`src/rtl/ctrl_pkg.sv`:
```
// Shared types and constants for the RV32I multi-cycle sequencer:
// FSM states, decoder flag layout, instruction class masks and trap causes.
package ctrl_pkg;

    typedef enum logic [2:0] {
        S_IDLE   = 3'd0,
        S_FETCH  = 3'd1,
        S_DECODE = 3'd2,
        S_EXEC   = 3'd3,
        S_WB     = 3'd4,
        S_TRAP   = 3'd5
    } state_t;

    typedef enum logic [1:0] {
        CLS_BR   = 2'd0,
        CLS_ALUI = 2'd1,
        CLS_ALUR = 2'd2
    } iclass_t;

    typedef enum logic [1:0] {
        CAUSE_NONE     = 2'b00,
        CAUSE_ILLEGAL  = 2'b01,
        CAUSE_MISALIGN = 2'b10,
        CAUSE_TIMEOUT  = 2'b11
    } cause_t;

    localparam int FLAG_W = 23;

    // Flag bit positions as driven by instruction_decoder
    localparam int F_AND  = 0;
    localparam int F_OR   = 1;
    localparam int F_XOR  = 2;
    localparam int F_SLTU = 3;
    localparam int F_SLT  = 4;
    localparam int F_SLL  = 5;
    localparam int F_SUB  = 6;
    localparam int F_ADD  = 7;
    localparam int F_SRAI = 8;
    localparam int F_SRLI = 9;
    localparam int F_SLLI = 10;
    localparam int F_ANDI = 11;
    localparam int F_ORI  = 12;
    localparam int F_XORI = 13;
    localparam int F_SLTIU = 14;
    localparam int F_SLTI = 15;
    localparam int F_ADDI = 16;
    localparam int F_BEQ  = 17;
    localparam int F_BGE  = 18;
    localparam int F_BGEU = 19;
    localparam int F_BLT  = 20;
    localparam int F_BLTU = 21;
    localparam int F_BNE  = 22;

    localparam logic [FLAG_W-1:0] BR_MASK   = 23'h7E_0000;
    localparam logic [FLAG_W-1:0] ALUI_MASK = 23'h01_FF00;
    localparam logic [FLAG_W-1:0] ALUR_MASK = 23'h00_00FF;

    function automatic logic is_onehot(input logic [FLAG_W-1:0] f);
        return (f != '0) && ((f & (f - 23'd1)) == '0);
    endfunction

endpackage

```
`src/rtl/inst_class.sv`:
```
// Combinational classifier for the decoder's one-hot flags; flags_bad marks
// an all-zero or multi-hot vector.
module inst_class
    import ctrl_pkg::*;
(
    input  logic [FLAG_W-1:0] inst_flags,
    output logic              is_branch,
    output logic              is_alu_imm,
    output logic              is_alu_reg,
    output logic              flags_bad
);

    assign is_branch  = |(inst_flags & BR_MASK);
    assign is_alu_imm = |(inst_flags & ALUI_MASK);
    assign is_alu_reg = |(inst_flags & ALUR_MASK);
    assign flags_bad  = !is_onehot(inst_flags);

endmodule

```
`src/rtl/multicycle_ctrl.sv`:
```
// Multi-cycle FETCH/DECODE/EXEC/WB sequencer and PC owner for the RV32I core.
// Define MULTICYCLE_CTRL_PERF_EN to add the instret/stall_cnt counters.
module multicycle_ctrl
    import ctrl_pkg::*;
#(
    parameter logic [31:0] RESET_PC      = 32'h0000_0000,
    parameter int          FETCH_TIMEOUT = 16
) (
    input  logic              clk,
    input  logic              rst_n,
    input  logic              start,
    input  logic              halt_req,
    output logic              imem_req,
    output logic [31:0]       imem_addr,
    input  logic              imem_ack,
    input  logic [31:0]       imem_rdata,
    output logic [31:0]       ir,
    output logic              dec_en,
    input  logic [FLAG_W-1:0] inst_flags,
    input  logic              invalid_instruction,
    input  logic              br_taken,
    input  logic [31:0]       br_imm,
    output logic              alu_en,
    output logic              rf_we,
    output logic [31:0]       pc,
    output logic              busy,
    output logic              trap,
    output logic [1:0]        trap_cause
`ifdef MULTICYCLE_CTRL_PERF_EN
    ,
    output logic [31:0]       instret,
    output logic [31:0]       stall_cnt
`endif
);

    // Timeout fires on the last allowed non-ack cycle, before the counter wraps
    localparam logic [7:0] TO_LAST = 8'(FETCH_TIMEOUT - 1);

    state_t      state, state_nxt;
    iclass_t     cls_q, cls_nxt;
    logic [31:0] pc_nxt, ir_nxt, br_target, pc_inc;
    logic [7:0]  wait_cnt, wait_nxt;
    logic        trap_nxt;
    logic [1:0]  cause_nxt;
    logic        is_branch, is_alu_imm, is_alu_reg, flags_bad;
    logic        br_misalign;

    inst_class u_cls (
        .inst_flags (inst_flags),
        .is_branch  (is_branch),
        .is_alu_imm (is_alu_imm),
        .is_alu_reg (is_alu_reg),
        .flags_bad  (flags_bad)
    );

    assign br_target   = pc + br_imm;
    assign pc_inc      = pc + 32'd4;
    assign br_misalign = br_taken && (br_target[1:0] != 2'b00);

    always_ff @(posedge clk) begin
        if (!rst_n) begin
            state      <= S_IDLE;
            cls_q      <= CLS_BR;
            pc         <= RESET_PC;
            ir         <= '0;
            wait_cnt   <= '0;
            trap       <= 1'b0;
            trap_cause <= CAUSE_NONE;
        end else begin
            state      <= state_nxt;
            cls_q      <= cls_nxt;
            pc         <= pc_nxt;
            ir         <= ir_nxt;
            wait_cnt   <= wait_nxt;
            trap       <= trap_nxt;
            trap_cause <= cause_nxt;
        end
    end

    always_comb begin
        state_nxt = state;
        cls_nxt   = cls_q;
        pc_nxt    = pc;
        ir_nxt    = ir;
        wait_nxt  = wait_cnt;
        trap_nxt  = trap;
        cause_nxt = trap_cause;
        case (state)
            S_IDLE: begin
                if (start) begin
                    state_nxt = S_FETCH;
                    wait_nxt  = '0;
                end
            end
            S_FETCH: begin
                if (imem_ack) begin
                    ir_nxt    = imem_rdata;
                    state_nxt = S_DECODE;
                end else if (wait_cnt == TO_LAST) begin
                    state_nxt = S_TRAP;
                    trap_nxt  = 1'b1;
                    cause_nxt = CAUSE_TIMEOUT;
                end else begin
                    wait_nxt = wait_cnt + 8'd1;
                end
            end
            S_DECODE: begin
                if (invalid_instruction || flags_bad) begin
                    state_nxt = S_TRAP;
                    trap_nxt  = 1'b1;
                    cause_nxt = CAUSE_ILLEGAL;
                end else begin
                    state_nxt = S_EXEC;
                    if (is_branch)       cls_nxt = CLS_BR;
                    else if (is_alu_imm) cls_nxt = CLS_ALUI;
                    else if (is_alu_reg) cls_nxt = CLS_ALUR;
                end
            end
            S_EXEC: begin
                if (cls_q != CLS_BR) begin
                    state_nxt = S_WB;
                end else if (br_misalign) begin
                    state_nxt = S_TRAP;
                    trap_nxt  = 1'b1;
                    cause_nxt = CAUSE_MISALIGN;
                end else begin
                    pc_nxt    = br_taken ? br_target : pc_inc;
                    state_nxt = halt_req ? S_IDLE : S_FETCH;
                    wait_nxt  = '0;
                end
            end
            S_WB: begin
                pc_nxt    = pc_inc;
                state_nxt = halt_req ? S_IDLE : S_FETCH;
                wait_nxt  = '0;
            end
            S_TRAP: begin
                if (start) begin
                    trap_nxt  = 1'b0;
                    cause_nxt = CAUSE_NONE;
                    state_nxt = S_FETCH;
                    wait_nxt  = '0;
                end
            end
            default: state_nxt = S_IDLE;
        endcase
    end

    // All outputs decode from registered state only
    assign imem_req  = (state == S_FETCH);
    assign imem_addr = pc;
    assign dec_en    = (state == S_DECODE) || (state == S_EXEC);
    assign alu_en    = (state == S_EXEC) && (cls_q != CLS_BR);
    assign rf_we     = (state == S_WB);
    assign busy      = (state != S_IDLE) && (state != S_TRAP);

`ifdef MULTICYCLE_CTRL_PERF_EN
    logic retire;
    assign retire = (state == S_WB) ||
                    ((state == S_EXEC) && (cls_q == CLS_BR) && !br_misalign);

    always_ff @(posedge clk) begin
        if (!rst_n) begin
            instret   <= '0;
            stall_cnt <= '0;
        end else begin
            if (retire)
                instret <= instret + 32'd1;
            if ((state == S_FETCH) && !imem_ack)
                stall_cnt <= stall_cnt + 32'd1;
        end
    end
`endif

endmodule

```
`config.mk`:
```
export PLATFORM = sky130hd
export DESIGN_NAME = multicycle_ctrl
export DESIGN_NICKNAME = d
export VERILOG_FILES = /design/src/rtl/ctrl_pkg.sv /design/src/rtl/inst_class.sv /design/src/rtl/multicycle_ctrl.sv
export SDC_FILE = /design/constraint.sdc
export NUM_CORES = 1
export LEC_CHECK = 0
export BUFFER_PORTS_ARGS = -buffer_cell sky130_fd_sc_hd__buf_2
export CAP_MARGIN = 40
export CORE_UTILIZATION = 40
export DETAILED_ROUTE_END_ITERATION = 8
export GPL_TIMING_DRIVEN = 1
export HOLD_SLACK_MARGIN = 0.12
export MAX_ROUTING_LAYER = met4
export PLACE_DENSITY_LB_ADDON = 0.08
export SLEW_MARGIN = 20
export SYNTH_ARGS = -nofsm -noshare
export SYNTH_HDL_FRONTEND = slang
export SYNTH_SLANG_ARGS = --single-unit
export TNS_END_PERCENT = 30
```
`constraint.sdc`:
```
create_clock -name clk -period 3.8 [get_ports clk]
set_input_delay 0.76 -clock clk [delete_from_list [all_inputs] [get_ports clk]]
set_output_delay 0.76 -clock clk [all_outputs]
set_load 0.02 [all_outputs]
```
==> summary.md <==
| Metric | Value |
|---|---|
| Status | finished, violations left |
| Failing checks | DRC |
| GPL Wtd Cong | 0.8373 |
| Startpoint Class | primary input |
| Worst setup EP type | flip-flop |
| Area delta synth->final | 21.86% |
| Synth top area cells | dfxtp_1 (26%), nand2_1 (7.8%), ha_1 (6.8%) |
| Register bit total from synthesis | 80 |
| Synth Warn # | 0 |
| Hold Buf Count CTS | 0 |
| Crit path cell chain | buf_2 > or4_1 > or4_4 > or2_1 > maj3_2 > or4_4 > or4_1 > a21boi_1 |
| Pwr Density | 337.0 mW/mm^2 |
| Post-synthesis sequential area ratio | 26.25% |
| Pwr Total | 2506 uW |
| DR vias/cell | 5.577 |
| Layout cells sized above 1 | 25.96% |
| Synth top area share | 26.25% |
| Worst EP required | 4.07 ns |
| Max-slew violation count | 0 |
| Setup TNS | 0 ns |
| CP Max Fanout | 5 |
| Number of antenna violations at the first check in global routing | 0 |
| Largest family of logic cells by synthesized area | compound AO/OA/AOI/OAI gates |
| Max transition margin | 51.26% |
| Clk_lat worst skew | 0.35 ns |
| Router iterations before antenna repair | 8 |
| Pleak | 0.003413 uW |
| Critical Path AT | 3.68 ns |
| Vias in the first global route | 5948 |
| Die width | 125.5 microns |
| Largest area contributor in the synthesized netlist | dfxtp_1 |
| Number of synthesized flops with an enable pin | 0 |
| CP max-delay cell | or4_1 |
| Gates resized, CTS repair | 0 |
| Area of the multi-input gates | 0.004065 sq mm |
| Max Freq | 293.4 MHz |
| Total die area | 0.01575 sq mm |
| Wire per inst | 15.59 microns |
| Initial core utilization | 41.51% |
| RSZ-0062 raised after global routing | no |
| Clock Sinks | 80 |
| Total Routing Usage GR | 24.03% |
| Root buf cell | clkbuf_16 |
| Core Util, Final | 50.59% |
| Setup-failing EPs final | 0 |
| Residual DRC | 15 |
| Adder-cell share of the synthesized area | 7.607% |
| Largest stage delay on the critical path | 0.59 ns |
| Area of the core | 0.01470 sq mm |
| IO Count | 198 |
| Yosys cell types | 68 |
| Buf+Inv Stages, Crit Path | 1 |
| GRT overflow | 0 |
| Type of the tightest min-delay check | flip-flop to flip-flop |
| Fill count | 1526 |
| DRT iter0 DRCs | 379 |
| First-pass GRT wire length | 29870 microns |
| Worst-case clock buffer depth | 2 |
| Post-DRT Antenna Nets | 0 |
| CTS tree | built |
| Buffers on Ports | 197 |
| Largest net degree at the start of global routing | 41 |
| Detailed-route via count | 6525 |
| Final Hold Vio Count | 0 |
| Final Cycle Share | 89.70% |
| Layout net count | 1109 |
| Netlist Area Pre-Place | 0.006102 sq mm |
| DRT Wirelength | 18240 microns |
| Kind of critical path | primary input to flip-flop |
| Compound-cell area share of the yosys netlist | 29.24% |
| Setup repair bufs after CTS | 0 |
| Xor and xnor area share after synthesis | 3.732% |
| Syn Nets | 949 |
| Clock transition at path regs | 0.07 ns |
| Commonest cells post-synth | nand2_1 (126), dfxtp_1 (80), a21oi_1 (77) |
| Die height | 125.5 microns |
| FF/Latch Area | 0.001602 sq mm |
| Detailed Place HPWL | 13810 microns |
| Peak VDD IR | 0.2088 mV |
| Num CTS Buffers | 9 |
| Critical path's top delay family | simple AND/OR/NAND/NOR gates |
| Mux contribution to synthesized area | 1.005% |
| Crit path time final | 3.409 ns |
| H-Tree Depth | 3 |
| Avg Inst Size Synth | 7.433 sq um |
| Synth Instances | 821 |
| Asr flop ratio synth | 0% |
| Setup Skew | 0.009868 ns |
| ANT cells | 0 |
| Top_reg_cell synth | dfxtp_1 |
| Row Count | 44 |
| Worst Tran Pin Value | 0.7255 ns |
| Synth Area in Simple Gates | 24.95% |
| Count leader, synth | nand2_1 |
| MaxCap Viol Count | 0 |
## flip-flops by register name, summed over array words and instances (netlist names)
signal,flops
trap,1
trap_cause,2
cls_q,2
state,3
imem_addr,32
wait_cnt,8
ir,32
## power breakdown
group | switching [uW] | internal, uW | leakage [uW]
clock network | 389 | 537 | 0.000154
logic | 392 | 245 | 0.00261
registers | 54.6 | 889 | 0.000649
## per-stage QoR
stage | instances | area (sq um) | hold slack, ns | setup WS [ns]
3_3_place_gp | 1153 | 7108 | 0.4486 | 0.08583
3_5_place_dp | 1154 | 7123 | 0.4525 | 0.04661
5_1_grt | 1170 | 7436 | 0.4826 | 0.3118
2_1_floorplan | 821 | 6102 | 0.4569 | 0.2269
4_1_cts | 1170 | 7436 | 0.4618 | 0.4059
6_report | 1170 | 7436 | 0.4569 | 0.3913
## cell usage in the layout (no fill, tap or decap), types with 6 or more instances in the layout
cell / instances
buf_2: 197
nand2_1: 126
dfxtp_1: 80
a21oi_1: 77
o21ai_0: 51
nor2_1: 46
a21boi_0: 35
ha_1: 33
nand3_1: 31
buf_4: 24
a21o_1: 21
nor3_1: 16
xor2_1: 16
and3_1: 15
inv_1: 12
nand4_1: 12
a31oi_1: 11
xnor2_1: 10
and2_1: 10
nand2b_1: 9
a211oi_1: 9
clkbuf_16: 9
o31ai_1: 8
o221ai_1: 8
or3_1: 7
o211ai_1: 6
nor4_1: 6
a2111oi_0: 6
## cell families (layout without fill, tap and decap cells)
family | after synthesis | in the layout
xor gates and xnor gates | 26 | 26
adders and majority gates | 37 | 37
and+or+nand+nor | 312 | 312
DFF | 80 | 80
AOI/OAI and AO/OA | 275 | 275
muxes | 6 | 6
buffers and inverters | 85 | 250
## final timing paths
path | endpoint | cells after the start | from | slack, ns
worst max-delay path | cls_q[0] | 8 | inst_flags[1] | 0.39
worst min-delay path | ir[11] | 2 | ir[11] | 0.46
worst max register to register | imem_addr[26] | 10 | imem_addr[0] | 0.79
worst min register to register | ir[11] | 2 | ir[11] | 0.46
## routing by layer
metal	GRT usage [%]	wire length (microns)	up-vias
met5	-	0	-
met4	8.752	303	0
met3	3.124	941	25
met2	36.57	8103	202
met1	32.38	8892	2988
li1	-	-	3310
## tightest hold or removal path: cells and delay by family, from the launching register on
| kind | cells | cell delay [ns] |
|---|---|---|
| flops | 1 | 0.31 |
| compound gates | 1 | 0.06 |
| simple gates | 1 | 0.04 |
## cell type report
class / count / area share [%]
well taps: 184 / 3.096
multi-input cells: 656 / 54.67
flip-flops and latches: 80 / 21.54
inverters: 12 / 0.6058
clock buffers: 10 / 3.214
repair buffers: 222 / 15.88
clock inverters: 6 / 0.9928
Note: power is estimated with default switching activity, not from simulation.
